==> src/rtl/demux1to4_stream.sv <==
// Registered 1-to-4 stream demultiplexer: steers each accepted input word into one
// of four one-entry channel registers, chosen by in_sel or by a round-robin pointer.
`ifndef INTERNAL_BITS
`define INTERNAL_BITS 16
`endif

module demux1to4_stream #(
  parameter int DATA_W = `INTERNAL_BITS
) (
  input  logic              clk,
  input  logic              reset,
  input  logic              in_valid,
  output logic              in_ready,
  input  logic [DATA_W-1:0] in_data,
  input  logic [1:0]        in_sel,
  input  logic              rr_mode,
  input  logic              rr_clear,
  output logic [3:0]        out_valid,
  input  logic [3:0]        out_ready,
  output logic [DATA_W-1:0] out_data0,
  output logic [DATA_W-1:0] out_data1,
  output logic [DATA_W-1:0] out_data2,
  output logic [DATA_W-1:0] out_data3,
  output logic [1:0]        rr_ptr
);

  logic [3:0]        v;
  logic [DATA_W-1:0] data_q [4];
  logic [1:0]        tgt;
  logic              accept;

  assign tgt = rr_mode ? rr_ptr : in_sel;

  // A full target slot that drains this cycle can still take a word (pass-through).
  assign in_ready = ~v[tgt] | out_ready[tgt];
  assign accept   = in_valid & in_ready;

  // NOTE: sequential state uses non-blocking assignments only, so every channel and the
  // pointer see the pre-edge values of v, rr_ptr and tgt regardless of statement order.
  always_ff @(posedge clk or posedge reset) begin
    if (reset) begin
      v      <= '0;
      rr_ptr <= '0;
      // NOTE: the holding registers are visible on ports with a defined reset value of 0,
      // so unlike a plain storage array they are reset here.
      for (int k = 0; k < 4; k++) data_q[k] <= '0;
    end else begin
      for (int k = 0; k < 4; k++) begin
        if (accept && tgt == 2'(k)) begin
          v[k]      <= 1'b1;
          data_q[k] <= in_data;
        end else if (v[k] && out_ready[k]) begin
          v[k] <= 1'b0;
        end
      end
      // Clear wins over advance; the word accepted this cycle already used the old pointer.
      if (rr_clear)
        rr_ptr <= '0;
      else if (accept && rr_mode)
        rr_ptr <= rr_ptr + 2'd1;
    end
  end

  assign out_valid = v;
  assign out_data0 = data_q[0];
  assign out_data1 = data_q[1];
  assign out_data2 = data_q[2];
  assign out_data3 = data_q[3];

endmodule

==> config.mk <==
export PLATFORM = sky130hd
export DESIGN_NAME = demux1to4_stream
export DESIGN_NICKNAME = d
export VERILOG_FILES = /design/src/rtl/demux1to4_stream.sv
export SDC_FILE = /design/constraint.sdc
export NUM_CORES = 1
export LEC_CHECK = 0
export BUFFER_PORTS_ARGS = -buffer_cell sky130_fd_sc_hd__buf_2
export CAP_MARGIN = 25
export CORE_MARGIN = 4
export CORE_UTILIZATION = 45
export DETAILED_ROUTE_END_ITERATION = 10
export GPL_TIMING_DRIVEN = 1
export PLACE_DENSITY = 0.76
export SYNTH_ARGS = -nofsm -noshare
export SYNTH_HDL_FRONTEND = slang
export SYNTH_SLANG_ARGS = --single-unit
==> constraint.sdc <==
create_clock -name clk -period 2.5 [get_ports clk]
set_clock_uncertainty 0.2 [all_clocks]
set_input_delay 0.5 -clock clk [delete_from_list [all_inputs] [get_ports clk]]
set_output_delay 0.5 -clock clk [all_outputs]
set_load 0.1 [all_outputs]
# Word-level counts from Yosys, hierarchy flattened
# Index checks and enable logic that the tools add are counted.
# Widths: inputs -> output; s select.
# totals
inputBits	27
wordCells	47
out_inout_bits	71
register_bits	70
# op_classes
n_reduce_logical	15
order_cmp	1
eq_ne	3
add_sub_neg	1
muxes	15
bitwise_logic	3
# ops
operator	n
$mux 1	10
$reduce_bool 2->1	5
$logic_and 1x1->1	9
$mux 2	3
$bmux 1 s2	2
$eq 2x2->1 const B	2
$lt 2x3->1 const B	1
$add 2x1->2 const B	1
$eq 2x1->1 const B	1
$logic_not 2->1	1
$and 1x1->1	1
$not 1->1	1
$or 1x1->1	1

# Depth between registers and ports, before layout
# Gate-level depths: netlist of run 1.
# logic_depth
ltp_word	9
depth_mapped	5
ltp_nobuf	4

# Worst setup path before layout of run 1
# No wires, ideal clock.
# synth_path
kind	register to output
start	reg rr_ptr[1]
end	out in_ready
stages_incl_launch_ff	4
setup_slack_ns	-1.167
path_buffers	0
arrival_ns	2.967
required_time_ns	1.800
path_cell_list	dfrtp_1 -> mux2_4 -> mux2i_1 -> mux2i_1
# synth_via
elab_chain_len	5
elab_cells_between_ends	7
# synth_lines
item	line_no	text
start, declared	24	output logic [1:0] rr_ptr
start signal, assigned	60	rr_ptr <= rr_ptr + 2'd1;
$mux 2 (*)	32	assign tgt = rr_mode ? rr_ptr : in_sel;
$bmux 1 s2	35	assign in_ready = ~v[tgt] | out_ready[tgt];
$mux 1 (not written as such)	35	
$not 1->1	35	
$or 1x1->1 (*)	35	
end, declared	13	output logic in_ready,
# Every way passes the cells marked *; elsewhere a longest branch is shown, timed or not. The select of a mux whose other input is x is not followed.

# Final worst setup path of run 1
# Ends and elaborated chain as after synthesis.

==> results of run 1 <==
state kept, by name, summed over array words and instances (netlist names):
signal and cells:
rr_ptr 2, out_data3 16, out_data2 16, out_data1 16
out_valid 4, out_data0 16
layout make-up:
type | count | area share
Clock buffer | 10 | 0.0350
Clock inverter | 3 | 0.00411
Inverter | 2 | 0.00308
Multi-Input combinational cell | 90 | 0.300
Sequential cell | 70 | 0.480
Tap cell | 75 | 0.0257
Timing Repair Buffer | 102 | 0.151
metal layers:
layer / share of wire / global-route usage
met1: 0.42 / 0.201
met5: 0 / 0
met4: 0.018 / 0.0907
met2: 0.51 / 0.257
met3: 0.046 / 0.0279
cells in the final DEF (no fill, tap or decap), types with 3 or more instances in the layout:
master,count
buf_2,96
dfrtp_1,68
mux2_2,29
mux2_4,28
mux2_1,9
clkbuf_8,9
nand2_1,5
nand2b_1,4
nand4_4,4
clkinv_2,3
buf_4,3
timing repair:
item	in CTS	in global routing
hold buffers	1	0
gates resized for setup	0	1
hold endpoints to repair	2	0
buffers inserted	0	0
endpoints found under the setup margin	0	1
worst max-delay path by stage:
stage | startpoint | to | slack [ns]
6_report | rr_ptr[1] | in_ready | 0.1
3_5_place_dp | rr_mode | in_ready | 0.07
5_1_grt | rr_ptr[1] | in_ready | 0.02
4_1_cts | rr_ptr[1] | in_ready | 0.02
2_1_floorplan | out_valid[3] | in_ready | -0.07
3_3_place_gp | rr_mode | in_ready | 0.11
through the flow:
step	std cells	worst slack [ns]	instance area [um2]	setup TNS (ns)	utilization
final	352	0.0957	3650	0	0.599
after global routing	352	0.0235	3650	0	0.599
after CTS	352	0.0181	3650	0	0.598
after detailed placement	338	0.0652	3490	0	0.573
after global placement	338	0.109	3490	0	0.573
after floorplan	168	-0.0684	2920	-0.0684	-
critical path, cell delays in order, from the launching register on:
cell     delay, ns
dfrtp_2       0.44
mux2_4        0.33
mux2i_2       0.31
mux2i_4       0.12
buf_12        0.18
cells by family after synthesis:
| kind of cell | count (synthesis) |
|---|---|
| DFF | 70 |
| buffers and inverters | 8 |
| and+or+nand+nor | 15 |
| muxes | 71 |
| AOI/OAI and AO/OA | 4 |
cells in the mapped netlist:
library cell and count:
a21oi_1 2, buf_2 1, buf_4 1, buf_6 4
dfrtp_1 70, inv_1 2, mux2_1 9, mux2_2 29
mux2_4 28, mux2i_1 3, mux2i_2 1, mux2i_4 1
nand2_1 5, nand2b_1 4, nand4_4 4, o21ai_0 1
o31ai_1 1, or3_1 1, or4_1 1
==> metrics, run 1 <==
status=complete, no violations; top cell type's share of synthesized area=0.605; Worst R2R Path Depth=3; Core Box Area=a little over 6000 um2; Slew @ Worst Pin=approximately 0.50 ns; Yosys cell types=19; register area=1750 um2; die extent in x=roughly 88 um; footprint of the multi-input gates=about 1100 um2; Die H=roughly 88 um; crit path DAT=between 1.5 and 2 ns; Critical Path Source Type=flop; first-pass GRT wire length=slightly above 9 mm; r2r setup slk=0.57 ns; Hold EP=rr_ptr[0]; dpl hpwl=4.40 mm; Routed Antenna Nets=0; grt total ovfl=0; largest family of logic cells by synthesized area=multiplexers; Vias/cell=approximately 5; area leader, netlist=dfrtp_1; GR Util All Layers=0.159; Clock H-tree levels=3; final WL=~6 mm; DRC viols=0; final net count=roughly 300; synth warn=0; compound-gate portion of the synthesized area=0.00778; Syn Inst Count=168; routed via count=1749; register area share after synthesis=0.605; flops & latches, synth=70; syn_area_per_cell=around 17 um2; vias in the first global route=between 1500 and 2000; Crit Path Class=reg2out; Synth Area in XOR/XNOR=0; clk slew on worst S/H paths=~0.060 ns; initial antenna violation count=0; DRT Pass-1 Iters=4; CTS Sinks=70; Port Buffers=97; largest cells by area after synthesis=dfrtp_1 (60%), mux2_4 (15%), mux2_2 (11%), mux2_1 (3.5%), nand4_4 (2.9%); Post-Route Hold Slack=between 0.1 and 0.15 ns; synthesized-area fraction occupied by adder cells=0; worst skew pair latency=0.32 ns; GPL Wtd Cong=about 0.82; Layout fillers=just under 500; HP Start=rr_clear; Final Hold Fails=0; # setup viols final=0; Initial DRC Count=28; setup repair after global routing missed its margin=false; largest net degree at the start of global routing=37; CP Max Fanout=5; Initial Util=0.475; simple-gate portion of the synthesized area=0.0492; Tcrit/Tclk final=0.962; Reg-to-Reg Start=rr_ptr[1]; wire length per cell=approximately 17 um; TritonCTS buffer count=9; I/O pin count=slightly below 100; FP Rows=28; CTS tree=built; Bufs on Longest Clock Path=2; Netlist Area Pre-Place=a little under 3000 um2; WHS Path Cells=2; share of layout cells above drive strength 1=0.653; area growth from synthesis to layout=26.0%; Hold Crit Class=in2reg; CTS root buf=clkbuf_8; Mapped Nets=195; Critical Path RT=around 1.8 ns; multiplexer share of the synthesized area=0.316; RR Endpoint=out_data1[2]; Worst setup EP type=output port; Max-cap violations=0; DIE AREA=around 7800 um2; antenna cells=0; max-slew violations=0; f_max=around 420 MHz; Rel. slew slack=0.665; final worst path period need=around 2.4 ns
Power of run 1 is left out: the tool's default activity adds up to more than one toggle a clock period on the data nets, which glitch-free logic cannot reach.
==> run 2: changes to the inputs <==
--- a/config.mk
+++ b/config.mk
@@ -13,3 +13,3 @@
 export GPL_TIMING_DRIVEN = 1
-export PLACE_DENSITY = 0.76
+export PLACE_DENSITY = 0.73
 export SYNTH_ARGS = -nofsm -noshare
--- a/constraint.sdc
+++ b/constraint.sdc
@@ -4,2 +4,2 @@
 set_output_delay 0.5 -clock clk [all_outputs]
-set_load 0.1 [all_outputs]
+set_load 0.05 [all_outputs]
==> metrics, run 2 (synthesis gave the netlist of run 1 again) <==
Core Box Area=a little over 6000 um2; wire length per cell=approximately 17 um; HP Start=rr_clear; Rel. slew slack=0.680; area growth from synthesis to layout=27.1%; Setup TNS Final=0 ns; WHS Path Cells=2; Critical Path RT=roughly 1.8 ns; cell mode on critical path=mux2i_2; f_max=412 MHz; Initial DRC Count=50; Worst setup EP type=output port; I/O pin count=98; Reg-to-Reg Start=rr_ptr[1]; Critical Path Source Type=flop; # setup viols final=0; Final Hold Fails=0; Final WS setup=slightly above 0.07 ns; Tcrit/Tclk final=0.971; Initial Util=0.475; pwr dens=1180 nW/um2; Vias/cell=roughly 5.0; CTS tree=built; FP Rows=28; dpl hpwl=~4.2 mm; IR drop worst, VDD=about 680 uV; vias in the first global route=1823; area post-placement=approximately 3500 um2; first-pass GRT wire length=about 9.4 mm; Die H=roughly 88 um; slowest stage delay, CP=0.44 ns; status=complete, no violations; Max-cap violations=0; Core Util, Final=0.604; Clock H-tree levels=3; grt total ovfl=0; max-slew violations=0; DIE AREA=roughly 7800 um2; worst path cell trace=mux2_4, mux2i_2, mux2i_2, clkbuf_4; Hold Crit Class=in2reg; die extent in x=approximately 90 um; clk slew on worst S/H paths=0.07 ns; Hold EP=rr_ptr[1]; share of layout cells above drive strength 1=0.652; TritonCTS buffer count=9; final net count=301; CP Max Fanout=5; commonest non-fill, non-tap cell in the layout=buf_2; Leak Pwr=1.87 nW; setup slack after placement=0.0860 ns; CTS Sinks=70; RR Endpoint=out_data1[1]; Bufs on Longest Clock Path=2; design area=about 3700 um2; GPL Wtd Cong=roughly 0.86; Routed Antenna Nets=0; Post-CTS Setup Inserts=0; initial antenna violation count=0; r2r setup slk=between 0.5 and 0.6 ns; Slew @ Worst Pin=roughly 0.48 ns; worst skew pair latency=approximately 0.33 ns; final WL=around 6 mm; commonest non-fill, non-tap cells in the layout=buf_2 (96), dfrtp_1 (70), mux2_2 (29), mux2_4 (28), clkbuf_8 (11); routed via count=1782; setup repair after global routing missed its margin=false; DRT Pass-1 Iters=4; crit path DAT=1.73 ns; Crit Path Class=reg2out; Worst R2R Path Depth=3; final worst path period need=about 2.4 ns; antenna cells=0; Crit-path slowest cell=dfrtp_1; largest net degree at the start of global routing=53; GR Util All Layers=0.161; Port Buffers=97; DRC viols=0; CTS root buf=clkbuf_8
## run 2: cell count changes in the layout (fill, tap and decap cells not counted), sizes merged
cell	before	now
buf	101	99
bufinv	0	1
clkbuf	10	12
clkinv	3	1
clkinvlp	1	3
inv	1	2
## run 2: repair_timing
item,CTS,global route
endpoints found under the setup margin,0,1
hold buffers,1,0
gates resized for setup,0,2
endpoints found under the hold margin,18,0
## run 2: worst max-delay path by stage
stage	from	end	slack, ns	depth (start not counted)
detailed placement	rr_mode	in_ready	0.09	5
CTS	rr_ptr[1]	in_ready	0.03	4
floorplan	reset	out_data0[0]	0.03	1
global placement	rr_mode	in_ready	0.13	5
global route	rr_ptr[1]	in_ready	0.01	4
finish	rr_ptr[1]	in_ready	0.07	4
## run 2: area by class of cell
| type | instances | area (um2) |
|---|---|---|
| fillers | 506 | 2410 |
| well taps | 75 | 93.8 |
| repair buffers | 101 | 533 |
| inverters | 2 | 7.51 |
| clock inverters | 5 | 57.6 |
| flip-flops and latches | 70 | 1750 |
| multi-input cells | 90 | 1090 |
| clock buffers | 11 | 151 |
## run 2: report_power, final
part	total, mW	switching [mW]	internal [mW]
combinational	1.86	1.34	0.516
sequential	1.58	0.154	1.42
clock	0.926	0.413	0.513
total	4.36	1.91	2.45
## run 2: per-stage QoR
| step | instances | power (mW) | hold slack, ns |
|---|---|---|---|
| 2_1_floorplan | 168 | 3.03 | 0.363 |
| 6_report | 354 | 4.36 | 0.145 |
| 5_1_grt | 354 | 4.54 | 0.136 |
| 3_5_place_dp | 337 | 3.47 | 0.279 |
| 3_3_place_gp | 337 | 3.44 | 0.271 |
| 4_1_cts | 354 | 4.40 | 0.132 |
## run 2: layer usage
metal  routed length, um  global-route usage  share of wire
met1                2530               0.212           0.42
met2                3020               0.254           0.51
met3                 329              0.0419          0.055
met4                  81              0.0701          0.014
met5                   0                   0              0
## run 2: critical path, delay by kind of cell (launching register included)
family / cells / cell delay (ns)
mux: 3 / 0.74
flops: 1 / 0.44
buf+inv: 1 / 0.22
(Power assumes the default switching activity.)
==> run 3: changes to the inputs <==
- ABC_CLOCK_PERIOD_IN_PS: not set -> 2500
- CORE_UTILIZATION: 45 -> 47
- CTS_BUF_LIST: not set -> sky130_fd_sc_hd__clkbuf_8
- PLACE_DENSITY: 0.73 -> 0.75
==> metrics, run 3 (synthesis gave the netlist of run 1 again) <==
Hold Crit Class=in2async; Core Util, Final=0.618; Max-cap violations=0; Routed Antenna Nets=0; TritonCTS buffer count=9; grt total ovfl=0; pwr dens=roughly 1200 nW/um2; Layout fillers=485; CTS Sinks=70; CTS root buf=clkbuf_8; share of layout cells above drive strength 1=0.653; Final Hold Fails=0; antenna cells=0; Core Box Area=roughly 6000 um2; Leak Pwr=roughly 1.9 nW; first-pass GRT wire length=roughly 9.7 mm; clk slew on worst S/H paths=~0.080 ns; worst skew pair latency=0.32 ns; I/O pin count=98; Critical Path Source Type=flop; DIE AREA=7480 um2; Crit Path Class=reg2out; GPL Wtd Cong=around 0.86; Initial Util=0.486; area growth from synthesis to layout=27.0%; placed insts=336; GR Util All Layers=0.170; routed via count=~1800; Clock H-tree levels=3; FP Rows=28; vias in the first global route=1881; status=complete, no violations; crit path DAT=1.71 ns; largest net degree at the start of global routing=71; commonest non-fill, non-tap cell in the layout=buf_2; Critical Path RT=1.80 ns; Slew @ Worst Pin=between 0.4 and 0.5 ns; Port Buffers=97; r2r setup slk=approximately 0.54 ns; DRT Pass-1 Iters=4; final net count=approximately 300; final WL=slightly below 6 mm; Die H=86.5 um; hold buffer count at CTS=0; Tcrit/Tclk final=0.966; max-slew violations=0; final worst path period need=about 2.4 ns; CTS tree=built; Rel. slew slack=0.697; CP Max Fanout=5; Post-Route Hold Slack=0.0494 ns; DRC viols=0; IR drop worst, VDD=roughly 650 uV; Bufs on Longest Clock Path=2; Initial DRC Count=34; commonest non-fill, non-tap cells in the layout=buf_2 (96), dfrtp_1 (70), mux2_2 (29), mux2_4 (28), clkbuf_8 (10); Worst setup EP type=output port; dpl hpwl=around 4.1 mm; initial antenna violation count=0; wire length per cell=approximately 17 um; Vias/cell=about 5; fin cells=352; die extent in x=~87 um; f_max=~410 MHz; # setup viols final=0
==> run 3: cell count changes in the layout (fill, tap and decap cells not counted), sizes merged <==
cell         delta
bufinv          +1
clkinvlp        -1
dlygate4sd3     -1
clkinv          +1
clkbuf          -1
buf             -1
==> run 3: final timing paths <==
kind | cells after the start | start | end
worst max-delay path | 4 | rr_ptr[1] | in_ready
worst min-delay path | 3 | reset | out_data3[14]
worst max register to register | 3 | rr_ptr[1] | out_data1[4]
worst min register to register | 1 | out_data3[3] | out_data3[3]
max in group asynchronous | 3 | reset | out_data1[4]
min in group clk | 2 | rr_clear | rr_ptr[1]
==> run 3: layout make-up <==
| class | count | area (um2) | share of cell area |
|---|---|---|---|
| flip-flops and latches | 70 | 1750 | 0.476 |
| well taps | 75 | 93.8 | 0.0255 |
| inverters | 2 | 7.51 | 0.00204 |
| clock buffers | 10 | 138 | 0.0374 |
| repair buffers | 99 | 515 | 0.140 |
| multi-input cells | 90 | 1090 | 0.296 |
| clock inverters | 6 | 85.1 | 0.0231 |
==> run 3: metrics by stage <==
step                TNS (ns)  power [mW]  cell area (um2)  worst slack, ns
finish                     0        4.42             3680           0.0861
global route        -0.00573        4.61             3680         -0.00573
CTS                        0        4.47             3670           0.0443
detailed placement         0        3.46             3450            0.110
global placement           0        3.44             3450            0.152
floorplan                  0        3.03             2900           0.0318
==> run 3: repair_timing <==
item	in CTS	in global routing
buffers inserted	0	0
setup endpoints to repair	0	1
resized for setup	0	2
==> run 3: where the power goes <==
group / switching (mW) / leakage (nW) / internal (mW) / total, mW
logic: 1.34 / 0.922 / 0.513 / 1.85
registers: 0.152 / 0.841 / 1.42 / 1.57
clock network: 0.414 / 0.108 / 0.586 / 1.00
==> run 3: routing by layer <==
layer | track usage | share of wire
met1 | 0.210 | 0.42
met2 | 0.288 | 0.53
met3 | 0.0323 | 0.034
met4 | 0.0793 | 0.0081
met5 | 0 | 0
==> run 3: worst max-delay path, cell delays in order (launching register included) <==
cell      delay (ns)
dfrtp_1         0.43
mux2_4          0.33
mux2i_2         0.28
mux2i_2         0.11
clkbuf_4        0.22
